--- src/rtl/sd_slv_pkg.sv ---
// Shared encodings for the SD slave card state machine: card states,
// response types, command indices and card-status bit positions.
package sd_slv_pkg;

  typedef enum logic [3:0] {
    ST_IDLE  = 4'd0,
    ST_READY = 4'd1,
    ST_IDENT = 4'd2,
    ST_STBY  = 4'd3,
    ST_TRAN  = 4'd4,
    ST_DATA  = 4'd5,
    ST_RCV   = 4'd6,
    ST_PRG   = 4'd7,
    ST_DIS   = 4'd8,
    ST_INA   = 4'd15
  } sd_state_e;

  typedef enum logic [2:0] {
    RSP_NONE = 3'd0,
    RSP_R1   = 3'd1,
    RSP_R1B  = 3'd2,
    RSP_R2   = 3'd3,
    RSP_R3   = 3'd4,
    RSP_R6   = 3'd6,
    RSP_R7   = 3'd7
  } sd_rsp_e;

  // Command indices (ACMDs share the index space, qualified by app_cmd)
  localparam logic [5:0] CMD0   = 6'd0;
  localparam logic [5:0] CMD2   = 6'd2;
  localparam logic [5:0] CMD3   = 6'd3;
  localparam logic [5:0] ACMD6  = 6'd6;
  localparam logic [5:0] CMD7   = 6'd7;
  localparam logic [5:0] CMD8   = 6'd8;
  localparam logic [5:0] CMD9   = 6'd9;
  localparam logic [5:0] CMD10  = 6'd10;
  localparam logic [5:0] CMD12  = 6'd12;
  localparam logic [5:0] CMD13  = 6'd13;
  localparam logic [5:0] CMD15  = 6'd15;
  localparam logic [5:0] CMD16  = 6'd16;
  localparam logic [5:0] CMD17  = 6'd17;
  localparam logic [5:0] CMD18  = 6'd18;
  localparam logic [5:0] CMD24  = 6'd24;
  localparam logic [5:0] CMD25  = 6'd25;
  localparam logic [5:0] ACMD41 = 6'd41;
  localparam logic [5:0] CMD55  = 6'd55;

  // R1 card-status bit positions
  localparam int CS_BLKLEN_ERR = 29;
  localparam int CS_ILLEGAL    = 22;
  localparam int CS_STATE_LSB  = 9;
  localparam int CS_RDY_DATA   = 8;
  localparam int CS_APP_CMD    = 5;

  // True for responses whose completion clears the sticky error bits
  function automatic logic is_r1_class(input logic [2:0] rsp);
    return (rsp == RSP_R1) || (rsp == RSP_R1B);
  endfunction

endpackage

--- src/rtl/sd_slv_cmd_dec.sv ---
// Combinational command table: given the current card state, the command
// index, app_cmd and RCA match, decide legality, response type and the
// requested next state. Argument-dependent details (CMD16 range, ACMD41
// busy polling) are resolved by the caller.
module sd_slv_cmd_dec
  import sd_slv_pkg::*;
(
  input  logic [3:0] i_state,
  input  logic [5:0] i_idx,
  input  logic       i_app_cmd,
  input  logic       i_match,
  output logic       o_legal,
  output logic [2:0] o_rsp_type,
  output logic [3:0] o_nxt_state
);

  sd_state_e w_state;
  assign w_state = sd_state_e'(i_state);

  // Per-state legality / response / next-state lookup
  always_comb begin
    o_legal     = 1'b0;
    o_rsp_type  = RSP_NONE;
    o_nxt_state = i_state;
    if (w_state != ST_INA) begin
      if (i_idx == CMD0) begin
        o_legal     = 1'b1;
        o_nxt_state = ST_IDLE;
      end else if (i_idx == CMD55) begin
        // Before an RCA exists the card answers CMD55 unconditionally
        if (w_state == ST_IDLE || i_match) begin
          o_legal    = 1'b1;
          o_rsp_type = RSP_R1;
        end
      end else begin
        case (w_state)
          ST_IDLE: begin
            if (i_idx == CMD8) begin
              o_legal = 1'b1; o_rsp_type = RSP_R7;
            end else if (i_idx == ACMD41 && i_app_cmd) begin
              o_legal = 1'b1; o_rsp_type = RSP_R3; o_nxt_state = ST_READY;
            end
          end
          ST_READY: begin
            if (i_idx == CMD2) begin
              o_legal = 1'b1; o_rsp_type = RSP_R2; o_nxt_state = ST_IDENT;
            end
          end
          ST_IDENT: begin
            if (i_idx == CMD3) begin
              o_legal = 1'b1; o_rsp_type = RSP_R6; o_nxt_state = ST_STBY;
            end
          end
          ST_STBY: begin
            case (i_idx)
              CMD3: begin o_legal = 1'b1; o_rsp_type = RSP_R6; end
              CMD9, CMD10: if (i_match) begin o_legal = 1'b1; o_rsp_type = RSP_R2; end
              CMD7: if (i_match) begin
                o_legal = 1'b1; o_rsp_type = RSP_R1B; o_nxt_state = ST_TRAN;
              end
              CMD13: if (i_match) begin o_legal = 1'b1; o_rsp_type = RSP_R1; end
              CMD15: if (i_match) begin o_legal = 1'b1; o_nxt_state = ST_INA; end
              default: ;
            endcase
          end
          ST_TRAN: begin
            case (i_idx)
              CMD13, CMD16: begin o_legal = 1'b1; o_rsp_type = RSP_R1; end
              CMD17, CMD18: begin
                o_legal = 1'b1; o_rsp_type = RSP_R1; o_nxt_state = ST_DATA;
              end
              CMD24, CMD25: begin
                o_legal = 1'b1; o_rsp_type = RSP_R1; o_nxt_state = ST_RCV;
              end
              ACMD6: if (i_app_cmd) begin o_legal = 1'b1; o_rsp_type = RSP_R1; end
              CMD7: if (!i_match) begin o_legal = 1'b1; o_nxt_state = ST_STBY; end
              default: ;
            endcase
          end
          ST_DATA: begin
            if (i_idx == CMD12) begin
              o_legal = 1'b1; o_rsp_type = RSP_R1B; o_nxt_state = ST_TRAN;
            end else if (i_idx == CMD7 && !i_match) begin
              o_legal = 1'b1; o_nxt_state = ST_STBY;
            end
          end
          ST_RCV: begin
            if (i_idx == CMD12) begin
              o_legal = 1'b1; o_rsp_type = RSP_R1B; o_nxt_state = ST_PRG;
            end
          end
          ST_PRG: begin
            if (i_idx == CMD7 && !i_match) begin
              o_legal = 1'b1; o_nxt_state = ST_DIS;
            end else if (i_idx == CMD13) begin
              o_legal = 1'b1; o_rsp_type = RSP_R1;
            end
          end
          ST_DIS: begin
            if (i_idx == CMD7 && i_match) begin
              o_legal = 1'b1; o_nxt_state = ST_PRG;
            end
          end
          default: ;
        endcase
      end
    end
  end

endmodule

--- src/rtl/sd_slv_card_fsm.sv ---
// SD slave card state machine. Evaluates each parsed command against the
// current state, tracks RCA / app_cmd / block length / bus width, and
// drives response type, R1 card status, data-path start strobes and the
// DAT0 busy indication for prg/dis.
module sd_slv_card_fsm
  import sd_slv_pkg::*;
#(
  parameter logic [15:0] RCA_DFLT       = 16'h0001,
  parameter int          OCR_BUSY_POLLS = 2,
  parameter int          PRG_CYCLES     = 64,
  parameter int          BLK_LEN_W      = 12,
  parameter int          MAX_BLK_LEN    = 512
)(
  input  logic                 clk,
  input  logic                 rst,
  input  logic                 cmd_vld,
  input  logic [5:0]           cmd_idx,
  input  logic [31:0]          cmd_arg,
  input  logic                 rsp_end,
  input  logic                 rd_done,
  input  logic                 wr_done,
  output logic [3:0]           cur_state,
  output logic [15:0]          rca,
  output logic [2:0]           rsp_type,
  output logic                 rsp_long,
  output logic [31:0]          card_status,
  output logic                 ocr_rdy,
  output logic [BLK_LEN_W-1:0] blk_len,
  output logic                 rd_start,
  output logic                 wr_start,
  output logic                 multi,
  output logic                 bus_w4,
  output logic                 busy,
  output logic                 illegal_cmd
);

  localparam int POLL_W = $clog2(OCR_BUSY_POLLS + 2);
  localparam int BCNT_W = $clog2(PRG_CYCLES + 1);
  localparam logic [BLK_LEN_W-1:0] BLK_DFLT = BLK_LEN_W'(512);

  sd_state_e            r_state, w_state_nxt, w_evt_state;
  logic [15:0]          r_rca, w_rca_nxt;
  logic [2:0]           r_rsp, w_rsp_nxt;
  logic                 r_rsp_long;
  logic                 r_ocr, w_ocr_nxt;
  logic [BLK_LEN_W-1:0] r_blk, w_blk_nxt;
  logic                 r_rd_st, w_rd_st_nxt;
  logic                 r_wr_st, w_wr_st_nxt;
  logic                 r_multi, w_multi_nxt;
  logic                 r_bw4, w_bw4_nxt;
  logic                 r_ill, w_ill_nxt;
  logic                 r_app, w_app_nxt;
  logic                 r_st_ill, w_st_ill_nxt;
  logic                 r_st_blk, w_st_blk_nxt;
  logic [POLL_W-1:0]    r_poll, w_poll_nxt;
  logic [BCNT_W-1:0]    r_bcnt, w_bcnt_nxt;

  logic       w_match, w_legal, w_evt, w_cmd_chg, w_bexp, w_in_busy, w_nxt_busy;
  logic [2:0] w_dec_rsp;
  logic [3:0] w_dec_nxt;

  assign w_match   = (cmd_arg[31:16] == r_rca);
  assign w_in_busy = (r_state == ST_PRG) || (r_state == ST_DIS);
  assign w_bexp    = w_in_busy && (r_bcnt == BCNT_W'(PRG_CYCLES - 1));

  sd_slv_cmd_dec u_dec (
    .i_state     (r_state),
    .i_idx       (cmd_idx),
    .i_app_cmd   (r_app),
    .i_match     (w_match),
    .o_legal     (w_legal),
    .o_rsp_type  (w_dec_rsp),
    .o_nxt_state (w_dec_nxt)
  );

  // Next-state and output decode: command first, then data/busy events
  always_comb begin
    w_state_nxt  = r_state;
    w_rca_nxt    = r_rca;
    w_rsp_nxt    = rsp_end ? 3'(RSP_NONE) : r_rsp;
    w_ocr_nxt    = r_ocr;
    w_blk_nxt    = r_blk;
    w_rd_st_nxt  = 1'b0;
    w_wr_st_nxt  = 1'b0;
    w_multi_nxt  = r_multi;
    w_bw4_nxt    = r_bw4;
    w_ill_nxt    = 1'b0;
    w_app_nxt    = r_app;
    w_st_ill_nxt = r_st_ill;
    w_st_blk_nxt = r_st_blk;
    w_poll_nxt   = r_poll;
    w_bcnt_nxt   = '0;
    w_evt        = 1'b0;
    w_evt_state  = r_state;
    w_cmd_chg    = 1'b0;
    w_nxt_busy   = 1'b0;

    // Sticky errors are reported once, then cleared as that R1 completes
    if (rsp_end && is_r1_class(r_rsp)) begin
      w_st_ill_nxt = 1'b0;
      w_st_blk_nxt = 1'b0;
    end

    // Data-path / busy-timer events that move the state on their own
    case (r_state)
      ST_DATA: if (rd_done && !r_multi) begin w_evt = 1'b1; w_evt_state = ST_TRAN; end
      ST_RCV:  if (wr_done) begin w_evt = 1'b1; w_evt_state = ST_PRG; end
      ST_PRG:  if (w_bexp)  begin w_evt = 1'b1; w_evt_state = ST_TRAN; end
      ST_DIS:  if (w_bexp)  begin w_evt = 1'b1; w_evt_state = ST_STBY; end
      default: ;
    endcase

    // ina swallows every command silently
    if (cmd_vld && r_state != ST_INA) begin
      w_app_nxt = 1'b0;
      if (w_legal) begin
        w_rsp_nxt   = w_dec_rsp;
        w_state_nxt = sd_state_e'(w_dec_nxt);
        case (cmd_idx)
          CMD0: begin
            w_rca_nxt  = '0;
            w_bw4_nxt  = 1'b0;
            w_ocr_nxt  = 1'b0;
            w_poll_nxt = '0;
            w_blk_nxt  = BLK_DFLT;
          end
          CMD55: w_app_nxt = 1'b1;
          ACMD41: begin
            if (r_poll < POLL_W'(OCR_BUSY_POLLS)) begin
              w_ocr_nxt   = 1'b0;
              w_poll_nxt  = r_poll + 1'b1;
              w_state_nxt = ST_IDLE;
            end else begin
              w_ocr_nxt = 1'b1;
            end
          end
          CMD3: if (r_state == ST_IDENT) w_rca_nxt = RCA_DFLT;
          CMD16: begin
            if (cmd_arg != 32'd0 && cmd_arg <= 32'(MAX_BLK_LEN))
              w_blk_nxt = cmd_arg[BLK_LEN_W-1:0];
            else
              w_st_blk_nxt = 1'b1;
          end
          CMD17, CMD18: begin
            w_rd_st_nxt = 1'b1;
            w_multi_nxt = (cmd_idx == CMD18);
          end
          CMD24, CMD25: begin
            w_wr_st_nxt = 1'b1;
            w_multi_nxt = (cmd_idx == CMD25);
          end
          ACMD6: w_bw4_nxt = (cmd_arg[1:0] == 2'b10);
          default: ;
        endcase
      end else begin
        w_rsp_nxt    = RSP_NONE;
        w_ill_nxt    = 1'b1;
        w_st_ill_nxt = 1'b1;
      end
      w_cmd_chg = (w_state_nxt != r_state);
    end

    // A command that moved the state wins; otherwise the event still lands
    if (w_evt && !w_cmd_chg) w_state_nxt = w_evt_state;

    // Busy timer keeps running across prg<->dis, restarts after expiry
    w_nxt_busy = (w_state_nxt == ST_PRG) || (w_state_nxt == ST_DIS);
    if (w_nxt_busy && w_in_busy && !w_bexp) w_bcnt_nxt = r_bcnt + 1'b1;
  end

  // State and output registers
  always_ff @(posedge clk or posedge rst) begin
    if (rst) begin
      r_state    <= ST_IDLE;
      r_rca      <= '0;
      r_rsp      <= RSP_NONE;
      r_rsp_long <= 1'b0;
      r_ocr      <= 1'b0;
      r_blk      <= BLK_DFLT;
      r_rd_st    <= 1'b0;
      r_wr_st    <= 1'b0;
      r_multi    <= 1'b0;
      r_bw4      <= 1'b0;
      r_ill      <= 1'b0;
      r_app      <= 1'b0;
      r_st_ill   <= 1'b0;
      r_st_blk   <= 1'b0;
      r_poll     <= '0;
      r_bcnt     <= '0;
    end else begin
      r_state    <= w_state_nxt;
      r_rca      <= w_rca_nxt;
      r_rsp      <= w_rsp_nxt;
      r_rsp_long <= (w_rsp_nxt == RSP_R2);
      r_ocr      <= w_ocr_nxt;
      r_blk      <= w_blk_nxt;
      r_rd_st    <= w_rd_st_nxt;
      r_wr_st    <= w_wr_st_nxt;
      r_multi    <= w_multi_nxt;
      r_bw4      <= w_bw4_nxt;
      r_ill      <= w_ill_nxt;
      r_app      <= w_app_nxt;
      r_st_ill   <= w_st_ill_nxt;
      r_st_blk   <= w_st_blk_nxt;
      r_poll     <= w_poll_nxt;
      r_bcnt     <= w_bcnt_nxt;
    end
  end

  // R1 card-status word assembled from live state
  always_comb begin
    card_status                           = '0;
    card_status[CS_BLKLEN_ERR]            = r_st_blk;
    card_status[CS_ILLEGAL]               = r_st_ill;
    card_status[CS_STATE_LSB+3:CS_STATE_LSB] = r_state;
    card_status[CS_RDY_DATA]              = (r_state == ST_TRAN);
    card_status[CS_APP_CMD]               = r_app;
  end

  assign cur_state   = r_state;
  assign rca         = r_rca;
  assign rsp_type    = r_rsp;
  assign rsp_long    = r_rsp_long;
  assign ocr_rdy     = r_ocr;
  assign blk_len     = r_blk;
  assign rd_start    = r_rd_st;
  assign wr_start    = r_wr_st;
  assign multi       = r_multi;
  assign bus_w4      = r_bw4;
  assign busy        = w_in_busy;
  assign illegal_cmd = r_ill;

endmodule

--- config.mk ---
export PLATFORM = sky130hd
export DESIGN_NAME = sd_slv_card_fsm
export DESIGN_NICKNAME = d
export VERILOG_FILES = /design/src/rtl/sd_slv_pkg.sv /design/src/rtl/sd_slv_cmd_dec.sv /design/src/rtl/sd_slv_card_fsm.sv
export SDC_FILE = /design/constraint.sdc
export NUM_CORES = 1
export LEC_CHECK = 0
export BUFFER_PORTS_ARGS = -buffer_cell sky130_fd_sc_hd__buf_2
export CAP_MARGIN = 20
export CORE_MARGIN = 2
export CORE_UTILIZATION = 45
export CTS_CLUSTER_DIAMETER = 100
export DETAILED_ROUTE_END_ITERATION = 8
export GPL_TIMING_DRIVEN = 0
export PLACE_DENSITY = 0.77
export SYNTH_ARGS = -nofsm -noshare
export SYNTH_HDL_FRONTEND = slang
export SYNTH_SLANG_ARGS = --single-unit
export TNS_END_PERCENT = 1
--- constraint.sdc ---
create_clock -name clk -period 3.4 [get_ports clk]
set_input_delay 1.02 -clock clk [delete_from_list [all_inputs] [get_ports clk]]
set_output_delay 1.02 -clock clk [all_outputs]
set_load 0.005 [all_outputs]
# ---- Word level (Yosys, flattened, before mapping)
# Index checks and enable logic that the tools add are counted.
dict set report word_totals {
  ff_bits 54
  latch_bits 0
  mem_bits_rw 0
  romBits 0
  input_bits 44
  out_inout_bits 75
  elab_cells 202
  memories 0
}
dict set report classes {
  addsub 2
  mul 0
  div 0
  order_cmp 2
  eq_ne 38
  shifts 0
  mux 104
  bitwise 0
  n_reduce_logical 40
}
# op n
set ops {}
lappend ops {{two-way mux 4 bit} 25}
lappend ops {{two-way mux 1 bit} 44}
lappend ops {{== test 6 x 4 -> 1 bit (second input constant)} 6}
lappend ops {{case mux 4 bit (9 select lines)} 1}
lappend ops {{<= comparator 32 x 10 -> 1 bit (second input constant)} 1}
lappend ops {{case mux 16 bit (2 select lines)} 1}
lappend ops {{nonzero test 32 bit} 1}
lappend ops {{== test 6 x 5 -> 1 bit (second input constant)} 5}
lappend ops {{two-way mux 3 bit} 10}
lappend ops {{case mux 12 bit (2 select lines)} 1}
lappend ops {{case mux 3 bit (7 select lines)} 1}
lappend ops {{== test 4 x 3 -> 1 bit (second input constant)} 5}
lappend ops {{== test 16 bit} 1}
lappend ops {{two-way mux 16 bit} 1}
lappend ops {{case mux 4 bit (4 select lines)} 1}
lappend ops {{== test 6 x 2 -> 1 bit (second input constant)} 2}
lappend ops {{== test 6 x 3 -> 1 bit (second input constant)} 2}
lappend ops {{== test 6 bit (second input constant)} 2}
lappend ops {{two-way mux 12 bit} 1}
lappend ops {{case mux 3 bit (4 select lines)} 1}
lappend ops {{case mux 4 bit (3 select lines)} 1}
lappend ops {{AND reduction 4 bit} 3}
lappend ops {{logical AND 1 bit} 11}
lappend ops {{two-way mux 2 bit} 5}
lappend ops {{other kinds (29)} 54}

# ---- Logic depth before layout (Yosys ltp)
dict set report logic_depth {
  word_depth 23
  ltp_mapped 13
}

# ---- Modules after synthesis
# Synthesis repeated with hierarchy kept, for this count alone.
dict set report hier_totals {
  cells_unflattened 418
  hier_area_um2 3430.8
}
# mod n_inst cells_per_inst area_each_um2 seq_area_each_um2
set by_module_without_submodules {}
lappend by_module_without_submodules {sd_slv_card_fsm 1 284 2577.5 977.2}
lappend by_module_without_submodules {sd_slv_cmd_dec 1 134 853.3 0.0}

# ---- Worst setup path before layout
# Ideal clock, no wire load.
dict set report synth_path {
  kind {input to register}
  startpoint {input cmd_idx[4]}
  endpoint {register r_bcnt[0]}
  arrival_time_ps 3796
  path_slack_ps -490
  path_stages 11
  path_buffers 1
  path_cell_list {or3b_1 buf_6 o41a_1 a31oi_1 mux2_4 or4_4 a211oi_2 nand2_2 a31oi_4 o21ai_2 a211oi_1}
}
dict set report synth_between {
  elab_chain_len 22
  word_cells_on_any_way 72
  cone_classes {eq/ne (20); mux (39); reduce/logical (13)}
}
# element line_no
set synth_rtl {}
lappend synth_rtl {{start: declaration} sd_slv_card_fsm.sv:17} ;# input logic [5:0] cmd_idx,
lappend synth_rtl {{== test 6 x 3 -> 1 bit or == test 6 bit (tied branches)} n/a}
lappend synth_rtl {{logical AND 1 bit (on tied branches)} {sd_slv_cmd_dec.sv:83, sd_slv_cmd_dec.sv:93, sd_slv_cmd_dec.sv:40}}
lappend synth_rtl {{two-way mux 4 bit (on tied branches)} {sd_slv_cmd_dec.sv:83, sd_slv_cmd_dec.sv:40}}
lappend synth_rtl {{two-way mux 4 bit (on tied branches)} {sd_slv_cmd_dec.sv:81, sd_slv_cmd_dec.sv:38}}
lappend synth_rtl {{case mux 4 bit (9 select lines)} sd_slv_cmd_dec.sv:36} ;# case (w_state)
lappend synth_rtl {{two-way mux 4 bit} sd_slv_cmd_dec.sv:29} ;# end else if (i_idx == CMD55) begin
lappend synth_rtl {{two-way mux 4 bit} sd_slv_cmd_dec.sv:26} ;# if (i_idx == CMD0) begin
lappend synth_rtl {{two-way mux 4 bit} sd_slv_cmd_dec.sv:25} ;# if (w_state != ST_INA) begin
lappend synth_rtl {{(+6 left out)} n/a}
lappend synth_rtl {{logical NOT 1 bit} sd_slv_card_fsm.sv:164} ;# if (w_evt && !w_cmd_chg) w_state_nxt = w_evt_state;
lappend synth_rtl {{logical AND 1 bit} sd_slv_card_fsm.sv:164}
lappend synth_rtl {{two-way mux 4 bit *} sd_slv_card_fsm.sv:164}
lappend synth_rtl {{== test 4 x 3 -> 1 bit or == test 4 bit (tied branches)} sd_slv_card_fsm.sv:167} ;# w_nxt_busy = (w_state_nxt == ST_PRG) || (w_state_nxt == ST_DIS);
lappend synth_rtl {{logical OR 1 bit *} sd_slv_card_fsm.sv:167}
lappend synth_rtl {{logical AND 1 bit * (2 in series)} sd_slv_card_fsm.sv:168} ;# if (w_nxt_busy && w_in_busy && !w_bexp) w_bcnt_nxt = r_bcnt + 1'b1;
lappend synth_rtl {{two-way mux 7 bit *} sd_slv_card_fsm.sv:168}
lappend synth_rtl {{via w_bcnt_nxt[0]} sd_slv_card_fsm.sv:56} ;# logic [BCNT_W-1:0] r_bcnt, w_bcnt_nxt;
lappend synth_rtl {{end signal: assignment} sd_slv_card_fsm.sv:206} ;# r_bcnt <= w_bcnt_nxt;
lappend synth_rtl {{end: declaration} sd_slv_card_fsm.sv:56}
# The timed path passes the listed nets; every way through them passes the cells marked *. The select of a mux whose other input is x is not followed.
# A chain may end at the register's enable or synchronous reset.

# ---- Final worst setup path
dict set report layout_path {
  startpoint {input cmd_idx[5]}
  endpoint {register r_bcnt[0]}
}
# The elaborated chain is that of the path after synthesis.

==> flow_summary.ini <==
[worst_setup_path]
rr_endpoint = r_bcnt[0]
crit_required_ns = 3.57
critPathLaunchType = input port
crit_type = input port to register
rrSetupSlack_ns = -0.17
cp.arrival_ns = 3.96
worstReg2RegStart = cur_state[1]
critPathMaxFanout = 7
worstSetupEndpointType = register
reg2regPathDepth = 11

[placed_design]
gp_congestion = 1.00
dpl.cell_count = 611
port_buffers = 78
postPlaceCellArea_sq_um = 3990
hpwl_um = 7710

[layout]
regArea_sq_um = 977
final_cell_area_sq_um = 4260
num_antenna_cells = 0
multi_input_area_sq_um = 2180
fin_nets = 563
drive_gt1_share_pct = 35.8
syn_to_final_growth_pct = 29.7
final_cells = 618
n_fill_cell = 662

[global_route]
grt_pass1_vias = 3175
grt_antenna_before_repair = 0
grt_max_degree = 40
grt_pass1_wl_um = 15600
track_usage_pct = 25.4
grt.overflow.total = 0

[clock_tree]
cts_tree = done
post-cts-setup-buffers = 0
clockBufferDepth = 2
clock_sinks = 39
insertion_delay_ns = 0.30
cts_made_buffers = 5
root_buffer = clkbuf_8
cts.reportedPaths.clkPinSlew_ns = 0.08
cts_htree_levels = 2

[synth]
yosysTopAreaCellShare_pct = 28.9
yosysMostFrequentCell = buf_4
synth_flop_cell = dfrtp_1
postSynth.asyncResetShare_pct = 100
synth_area_per_cell_sq_um = 8.30
yosysTopAreaCell = dfrtp_1
synthTopCellsByArea = dfrtp_1 29%, buf_4 11%, nand2_1 3.4%
yosys_warnings = 0
synth_edf_count = 0
ys_ff_latch = 39
synthesis.area_sq_um = 3290
synth_seq_area_share_pct = 29.7
yosys-top-cells-count = 46 x buf_4, 38 x dfrtp_1, 30 x nand2_1
syn_inst = 396
synth_cell_types = 84

[floorplanning]
core_area_sq_um = 7180
start_util_pct = 45.8
ios = 119
dieArea_sq_um = 8000
core.rowCount = 31
die_y_um = 89.5
die_x_um = 89.5

[timing]
clock_skew_ns = 0.00279
worst_pin_slew_ns = 0.851
max_freq_ghz = 0.264
rsz0062_at_grt = true
finalMaxSlewViolations = 0
min_period_over_period_pct = 111
setup_viol = 13
hold_viol_final = 0
setup_slack_ns = -0.390
tns_ns = -3.41
relSlewSlack_pct = 43.2
fin_crit_ns = 3.79

[drt]
post_drt_wl_per_cell_um = 16.5
routed_wl_um = 10200
ant_nets = 0
vias_per_cell = 5.65
drc_errors = 0
dr.pass1.iters = 6
drt_iter0_drc = 282
vias = 3492

[pwr]
peakVddDrop_mv = 0.237
p_leak_nw = 2.02
cellPowerDensity_nw_per_um2 = 429

[run_status]
violations = negative setup slack
status = finished with violations

[min_path]
min_path_cells = 1
hp-start = r_bcnt[0]
holdPathEnd = r_bcnt[0]
hp-class = register to register

[job]
cap_violations = 0
==> worst max-delay path by stage <==
stage	depth (start not counted)	endpoint	startpoint	slack, ns
4_1_cts	12	r_bcnt[5]	cmd_idx[5]	-0.34
6_report	12	r_bcnt[0]	cmd_idx[5]	-0.39
3_5_place_dp	13	r_bcnt[5]	cmd_idx[5]	-1.16
5_1_grt	12	r_bcnt[1]	cmd_idx[5]	-0.49
2_1_floorplan	11	r_bcnt[0]	cmd_idx[5]	-0.39
3_3_place_gp	13	r_bcnt[0]	cmd_idx[5]	-1.15
==> registers in the layout (all words and copies together) (netlist names), 2 cells and up <==
name and count:
blk_len 12, r_bcnt 7, cur_state 4, rsp_type 3, r_poll 2
==> report_power, final <==
part | total (W) | internal [W] | switching (W)
Combinational | 0.000897 | 0.000345 | 0.000552
Clock | 0.000396 | 0.000218 | 0.000177
Sequential | 0.000537 | 0.000495 | 0.0000412
Total | 0.00183 | 0.00106 | 0.000771
==> final cells by class <==
type	instances	area share, %
multi-input combinational	320	51.2
sequential	39	22.9
buffer	63	10.1
timing repair buffer	78	9.22
tap	99	2.91
clock buffer	5	1.62
clock inverter	3	1.03
inverter	11	0.969
==> cell usage in the layout, fill, tap and decap left out, types with 5 or more instances in the layout <==
master	n
a22o_1	11
clkbuf_2	5
clkbuf_1	8
nor3_1	9
buf_2	79
a211oi_2	5
buf_4	48
a31oi_1	10
nand2_1	29
or3_1	5
conb_1	39
clkbuf_8	5
nor4_1	8
nand2b_1	5
a21oi_1	15
xnor2_1	6
dfrtp_1	38
inv_1	9
and3_1	7
nand3_1	13
nor2_1	27
o21ai_0	17
==> critical path, cell delays in order <==
cell and delay, ns:
buf_4 0.13, or3b_1 0.38, buf_6 0.15, o41a_1 0.35
a31oi_4 0.20, mux2_4 0.32, or4_4 0.50, a211oi_4 0.24
and2_4 0.21, nor3_2 0.06, o21ai_4 0.27, a211oi_2 0.11
==> timing repair <==
action	in CTS	in global routing
resized for setup	24	12
setup endpoints to repair	32	26
pin swaps	5	1
hold buffers	0	0
hold endpoints to repair	0	0
==> per-stage QoR <==
stage          hold slack [ns]  power [W]  worst slack [ns]  util [%]
2_1_floorplan            0.433    0.00111            -0.392         -
3_3_place_gp             0.453    0.00135             -1.15      55.6
3_5_place_dp             0.452    0.00135             -1.16      55.6
4_1_cts                  0.463    0.00180            -0.343      58.8
5_1_grt                  0.469    0.00194            -0.491      59.4
6_report                 0.461    0.00183            -0.390      59.4
==> cell families after synthesis <==
| kind of cell | share of synthesized area, % |
|---|---|
| other cells | 0.114 |
| buf+inv | 14.2 |
| simple gates | 27.2 |
| compound gates | 24.0 |
| flops | 29.7 |
| xor+xnor | 2.67 |
| fa+ha+maj | 0.381 |
| mux | 1.75 |
==> routing by layer <==
metal,vias up,wire length [um],GRT usage [%]
met4,0,306,10.0
met1,1637,4170,32.6
met3,28,823,4.99
met5,-,0,0
li1,1637,-,-
met2,190,4880,42.0
Power figures use the tool's default switching activity.
